**config.mk**
```make
export PLATFORM = sky130hd
export DESIGN_NAME = emu_time_mgr
export DESIGN_NICKNAME = d
export VERILOG_FILES = /design/src/rtl/emu_time_pkg.sv /design/src/rtl/dt_clamp.sv /design/src/rtl/emu_time_mgr.sv
export SDC_FILE = /design/constraint.sdc
export NUM_CORES = 1
export LEC_CHECK = 0
export BUFFER_PORTS_ARGS = -buffer_cell sky130_fd_sc_hd__buf_2
export CAP_MARGIN = 5
export CORE_ASPECT_RATIO = 1.25
export CORE_UTILIZATION = 56
export DETAILED_ROUTE_END_ITERATION = 10
export PLACE_DENSITY = 0.8
export SYNTH_ARGS = -nofsm -noshare
export SYNTH_HDL_FRONTEND = slang
export SYNTH_SLANG_ARGS = --single-unit
```
**constraint.sdc**
```tcl
create_clock -name emu_clk -period 8.4 [get_ports emu_clk]
set_input_delay 1.68 -clock emu_clk [delete_from_list [all_inputs] [get_ports emu_clk]]
set_output_delay 1.68 -clock emu_clk [all_outputs]
set_load 0.02 [all_outputs]
```
**src/rtl/emu_time_pkg.sv**
```systemverilog
// Shared types and encodings for the emulated-time manager.
// Default widths size emulated time in integer ticks and the per-cycle step.
package emu_time_pkg;

    localparam int TIME_WIDTH_DEF = 40;
    localparam int DT_WIDTH_DEF   = 32;

    localparam logic [1:0] OP_SLEEP  = 2'd0;
    localparam logic [1:0] OP_RUN_TO = 2'd1;
    localparam logic [1:0] OP_ABORT  = 2'd2;
    localparam logic [1:0] OP_RSVD   = 2'd3;

    typedef enum logic [1:0] {
        ST_IDLE = 2'd0,
        ST_RUN  = 2'd1,
        ST_DONE = 2'd2
    } state_e;

endpackage

```
**src/rtl/dt_clamp.sv**
```systemverilog
// Grants min(dt_req, stop - time), with the remaining time saturated to the
// timestep width so a far-away target never wraps into a small step.
module dt_clamp #(
    parameter int TIME_WIDTH = 40,
    parameter int DT_WIDTH   = 32
) (
    input  logic [TIME_WIDTH-1:0] time_i,
    input  logic [TIME_WIDTH-1:0] stop_i,
    input  logic [DT_WIDTH-1:0]   dt_req_i,
    output logic [DT_WIDTH-1:0]   dt_o
);

    localparam int W = (TIME_WIDTH > DT_WIDTH) ? TIME_WIDTH : DT_WIDTH;

    logic [W-1:0]        time_w;
    logic [W-1:0]        stop_w;
    logic [W-1:0]        remain_w;
    logic [W-1:0]        dt_max_w;
    logic [DT_WIDTH-1:0] remain_clamped;

    always_comb begin
        time_w   = W'(time_i);
        stop_w   = W'(stop_i);
        dt_max_w = W'({DT_WIDTH{1'b1}});
        // A target behind the current time grants nothing rather than wrapping.
        remain_w = (stop_w > time_w) ? (stop_w - time_w) : '0;
        remain_clamped = (remain_w > dt_max_w) ? {DT_WIDTH{1'b1}}
                                               : remain_w[DT_WIDTH-1:0];
        dt_o = (dt_req_i < remain_clamped) ? dt_req_i : remain_clamped;
    end

endmodule

```
**src/rtl/emu_time_mgr.sv**
```systemverilog
// Emulated-time manager: advances emulated time toward a commanded stop time
// by the timestep the analog models request, never overshooting the target.
//
// state   | meaning
// IDLE    | time frozen, models stalled, any command accepted
// RUN     | time advances by granted dt each cycle; only ABORT accepted
// DONE    | one-cycle completion pulse, then back to IDLE
module emu_time_mgr
    import emu_time_pkg::*;
#(
    parameter int TIME_WIDTH = TIME_WIDTH_DEF,
    parameter int DT_WIDTH   = DT_WIDTH_DEF
) (
    input  logic                  emu_clk,
    input  logic                  emu_rst,
    input  logic                  cmd_valid,
    output logic                  cmd_ready,
    input  logic [1:0]            cmd_op,
    input  logic [TIME_WIDTH-1:0] cmd_data,
    input  logic [DT_WIDTH-1:0]   dt_req,
    output logic [DT_WIDTH-1:0]   emu_dt,
    output logic [TIME_WIDTH-1:0] emu_time,
    output logic                  emu_stall,
    output logic                  done,
    output logic                  time_sat
);

    state_e                state_q, state_d;
    logic [TIME_WIDTH-1:0] time_q, time_d;
    logic [TIME_WIDTH-1:0] stop_q, stop_d;
    logic                  sat_q, sat_d;

    logic [DT_WIDTH-1:0]   grant;
    logic [TIME_WIDTH:0]   sleep_sum;
    logic [TIME_WIDTH-1:0] run_next;

    dt_clamp #(
        .TIME_WIDTH (TIME_WIDTH),
        .DT_WIDTH   (DT_WIDTH)
    ) u_dt_clamp (
        .time_i   (time_q),
        .stop_i   (stop_q),
        .dt_req_i (dt_req),
        .dt_o     (grant)
    );

    assign sleep_sum = {1'b0, time_q} + {1'b0, cmd_data};
    assign run_next  = time_q + TIME_WIDTH'(grant);
    assign emu_time  = time_q;
    assign time_sat  = sat_q;

    always_ff @(posedge emu_clk or posedge emu_rst) begin
        if (emu_rst) begin
            state_q <= ST_IDLE;
            time_q  <= '0;
            stop_q  <= '0;
            sat_q   <= 1'b0;
        end else begin
            state_q <= state_d;
            time_q  <= time_d;
            stop_q  <= stop_d;
            sat_q   <= sat_d;
        end
    end

    always_comb begin
        state_d   = state_q;
        time_d    = time_q;
        stop_d    = stop_q;
        sat_d     = sat_q;
        cmd_ready = 1'b0;
        emu_dt    = '0;
        emu_stall = 1'b1;
        done      = 1'b0;
        case (state_q)
            ST_IDLE: begin
                cmd_ready = 1'b1;
                if (cmd_valid) begin
                    case (cmd_op)
                        OP_SLEEP: begin
                            if (sleep_sum[TIME_WIDTH]) begin
                                stop_d = '1;
                                sat_d  = 1'b1;
                            end else begin
                                stop_d = sleep_sum[TIME_WIDTH-1:0];
                            end
                            state_d = (cmd_data == '0) ? ST_DONE : ST_RUN;
                        end
                        OP_RUN_TO: begin
                            stop_d  = cmd_data;
                            state_d = (cmd_data <= time_q) ? ST_DONE : ST_RUN;
                        end
                        OP_ABORT, OP_RSVD: ;
                        default: ;
                    endcase
                end
            end
            ST_RUN: begin
                emu_stall = 1'b0;
                emu_dt    = grant;
                cmd_ready = (cmd_op == OP_ABORT);
                time_d    = run_next;
                // Abort wins over reaching the target: no done pulse on abort.
                if (cmd_valid && (cmd_op == OP_ABORT)) begin
                    state_d = ST_IDLE;
                end else if (run_next == stop_q) begin
                    state_d = ST_DONE;
                end
            end
            ST_DONE: begin
                done    = 1'b1;
                state_d = ST_IDLE;
            end
            default: state_d = ST_IDLE;
        endcase
    end

endmodule

```
==> out/qor.txt, run 1 <==
status -> did not finish
Fail Step -> global routing
tool error -> [ERROR GRT-0232] Routing congestion too high. Check the congestion heatmap in the GUI.
most numerous cell in the Yosys netlist -> o21ai_0
Synth Area per Inst -> 7.243 um2
Worst EP Category -> register input
Chip Width -> 142.8 um
Synth warnings -> 0
#FFs+latches synth -> 83
asr flop ratio synth -> 100.0%
port buffer count -> 152
post-synthesis net count -> 2184
Total GRT Usage -> 66.52%
number of synthesized flops with an enable pin -> 0
GP Congestion -> 1.115
top post-synthesis cells by area -> ha_1 17%, dfrtp_1 15%, o21ai_0 8.7%
die height -> 178.0 um
synth cell count leaders -> 240 x o21ai_0, 190 x nand2_1, 188 x ha_1
Num CTS Buffers -> 9
H-tree depth -> 3
Core Rows -> 64
clock sink total -> 83
Netlist cell types -> 80
mapped cell area -> 13880 um2
Place WS -> -1.083 ns
clock root buffer -> clkbuf_16
largest net degree at the start of global routing -> 69
Cells after Synth -> 1916
# IOs -> 153
total global routing overflow -> 7
register area share after synthesis -> 14.97%
Synth area leader -> ha_1
Worst EP post-GRT repair -> state_q[1]$_DFFE_PP0P_/D
CTS Hold Bufs -> 0
top_reg_cell synth -> dfrtp_1
Starting Density -> 56.82%
hpwl dp -> 49.57 mm
worst-case clock buffer depth -> 2
share of the synthesized area in the top cell type -> 16.95%
[layer usage]
layer  global-route usage (%)  overflow
met5                    11.74         0
met1                    68.21         0
met2                    87.83         5
met3                    44.97         1
met4                    63.35         1
[kinds of logic after synthesis]
logic type,Yosys count,synth area share [%]
compound gates,686,30.73
simple gates,609,21.40
buf+inv,203,5.671
fa+ha+maj,191,17.38
xor+xnor,132,8.844
flops,83,14.97
mux,12,1.001
[through the flow]
step / area (um2) / hold WS (ns) / setup TNS [ns] / std cells
after CTS: 19450 / 0.4924 / -0.1201 / 2807
after detailed placement: 18100 / 0.4775 / -2.190 / 2754
after global placement: 18100 / 0.4464 / -1.366 / 2754
after floorplan: 13930 / 0.4770 / 0 / 1916
[repair_timing]
action | in CTS
pin swaps | 66
gates resized for setup | 165
cloned | 5
hold endpoints to repair | 0
setup buffers | 33
endpoints found under the setup margin | 5
==> run 2, diff against run 1 <==
Settings changed: CORE_ASPECT_RATIO 1.25 to not set, CORE_UTILIZATION 56 to 40, PLACE_DENSITY 0.8 to not set, PLACE_DENSITY_LB_ADDON set to 0.15.
Clock period 8.4 ns to 10.9 ns, I/O delays scaled along.
==> out/qor.txt, run 2 <==
Tmin final -> 10.28 ns
synth cell count leaders -> 240 x o21ai_0, 190 x nand2_1, 188 x ha_1 (unchanged)
core area -> 33870 um2
Chip Width -> 188.3 um (was 142.8 um)
Crit path required time -> 11.14 ns
top post-synthesis cells by area -> ha_1 17%, dfrtp_1 15%, o21ai_0 8.7% (unchanged)
share of the synthesized area in the top cell type -> 16.95% (unchanged)
asr flop ratio synth -> 100.0% (unchanged)
Num CTS Buffers -> 9 (unchanged)
# IOs -> 153 (unchanged)
Util after Layout -> 45.64%
Cells after Synth -> 1916 (unchanged)
Worst EP arrival -> 10.51 ns
Achievable Freq -> 97.30 MHz
Worst Max-Slew Pin Slew -> 1.012 ns
Crit Path Max Fanout -> 26
status -> finished clean (was did not finish)
Final Hold Fails -> 0
max-slew violations -> 0
Synth Area per Inst -> 7.243 um2 (unchanged)
DR vias/cell -> 6.092
Die ar. -> 35450 um2
final worst-path cycle share -> 94.29%
largest net degree at the start of global routing -> 70
H-tree depth -> 3 (unchanged)
die height -> 188.3 um (was 178.0 um)
total global routing overflow -> 0
Cell Area, Placed -> 15100 um2 (was 18100 um2)
# setup viols final -> 0
register area share after synthesis -> 14.97% (unchanged)
clock sink total -> 83 (unchanged)
port buffer count -> 152 (unchanged)
#FFs+latches synth -> 83 (unchanged)
crit path max-delay cell type -> or4_1
wire per inst -> 23.15 um
drt total wl -> 57.34 mm
CTS clock-pin slew for the worst setup and hold paths -> 0.07 ns
DR vias -> 15090
number of global-route vias before repair -> 14320
post-synthesis net count -> 2184 (unchanged)
Netlist cell types -> 80 (unchanged)
Starting Density -> 40.98% (was 56.82%)
GP Congestion -> 0.9905 (was 1.115)
relative slew slack -> 31.94%
Core Rows -> 67 (was 64)
mapped cell area -> 13880 um2 (unchanged)
initial antenna violation count -> 0
Hold WS -> 0.4802 ns
1st-iter DRT viols -> 1206
Synth warnings -> 0 (unchanged)
Worst Skew -> 0.009597 ns
Antenna Cells -> 0
CP max stage delay -> 0.69 ns
Clk Latency, worst-skew pair -> 0.36 ns
most numerous cell in the Yosys netlist -> o21ai_0 (unchanged)
most frequent CP cell -> a21o_1
commonest non-fill, non-tap cell in the layout -> o21ai_0
number of synthesized flops with an enable pin -> 0 (unchanged)
Total GRT Usage -> 32.11%
P&R area growth vs syn -> 11.38%
CP Launch Type -> flop
CTS tree -> yes
DRC Markers -> 0
Fin Setup TNS -> 0 ns
first-pass GRT wire length -> 86.57 mm
first-pass iteration count of the detailed router -> 5
most frequent cells in the layout -> 237 x o21ai_0, 189 x nand2_1, 188 x ha_1, 153 x a21oi_1, 152 x buf_2
Nets -> 2294
Worst setup EP type -> flop
hpwl dp -> 47.67 mm (was 49.57 mm)
post-route design area -> 15460 um2
Hold Crit Class -> flop to flop
worst-case clock buffer depth -> 2 (unchanged)
Setup Crit Path Kind -> flop to flop
share of cells above drive strength 1 -> 11.88%
top_reg_cell synth -> dfrtp_1 (unchanged)
Synth area leader -> ha_1 (unchanged)
clock root buffer -> clkbuf_16 (unchanged)
Max Cap Violations -> 0
number of nets with antenna violations after routing -> 0
-- run 2: cell counts after synthesis --
No cell type changed its count.
-- run 2: path summary, 6_finish.rpt --
| kind | cells past startpoint | from | slack (ns) | to |
|---|---|---|---|---|
| max in group asynchronous | 3 | emu_rst | 7.87 | emu_time[4]$_DFFE_PP0P_ |
| worst max-delay path | 37 | emu_time[0]$_DFFE_PP0P_ | 0.62 | state_q[0]$_DFFE_PP0P_ |
| worst min register to register | 1 | time_sat$_DFFE_PP0P_ | 0.48 | time_sat$_DFFE_PP0P_ |
| worst max register to register | 37 | emu_time[0]$_DFFE_PP0P_ | 0.62 | state_q[0]$_DFFE_PP0P_ |
| min in group asynchronous | 2 | emu_rst | 1.75 | stop_q[39]$_DFFE_PP0P_ |
| worst min-delay path | 1 | time_sat$_DFFE_PP0P_ | 0.48 | time_sat$_DFFE_PP0P_ |
-- run 2: layout make-up --
type	count	area (um2)
clock buffer	11	242.7
clock inverter	3	40.04
fill	3571	18410
inverter	113	425.4
multi-input combinational	1630	11060
sequential	83	2077
tap	448	560.5
timing repair buffer	189	1051
-- run 2: per-layer routing --
metal	part of all wire, %	up-vias	GRT usage [%]
li1	-	7245	-
met1	42	7224	39.33
met2	49	526	56.78
met3	5.3	95	3.949
met4	4.1	0	12.66
met5	0	-	0
-- run 2: stage by stage --
| step | std cells | worst slack (ns) |
|---|---|---|
| floorplan | 1916 | 2.017 |
| global placement | 2457 | 0.1487 |
| detailed placement | 2457 | 0.1040 |
| CTS | 2471 | 0.03161 |
| global route | 2477 | -0.006024 |
| finish | 2477 | 0.6225 |
-- run 2: cells by family (layout without fill, tap and decap cells) --
kind of cell | count (synthesis) | after routing | share of synthesized area [%]
simple gates | 609 | 609 | 21.40
fa+ha+maj | 191 | 191 | 17.38
buf+inv | 203 | 316 | 5.671
flops | 83 | 83 | 14.97
mux | 12 | 12 | 1.001
xor+xnor | 132 | 132 | 8.844
compound gates | 686 | 686 | 30.73
-- run 2: critical path: cells and delay by family, from the launching register on --
kind / cells / cell delay [ns]
and+or+nand+nor: 9 / 2.56
xor gates and xnor gates: 1 / 0.15
AOI/OAI and AO/OA: 20 / 4.86
buffers and inverters: 2 / 0.55
adders and majority gates: 4 / 1.27
DFF: 1 / 0.46
muxes: 1 / 0.26
-- run 2: what timing repair did --
action	4_1_cts	5_1_grt
buffers inserted	0	5
hold buffers	0	0
setup endpoints to repair	0	4
resized for setup	0	10
Power of run 2 is not shown: default switching activity piles up to over one toggle a cycle in this logic, so the estimate is an artifact.
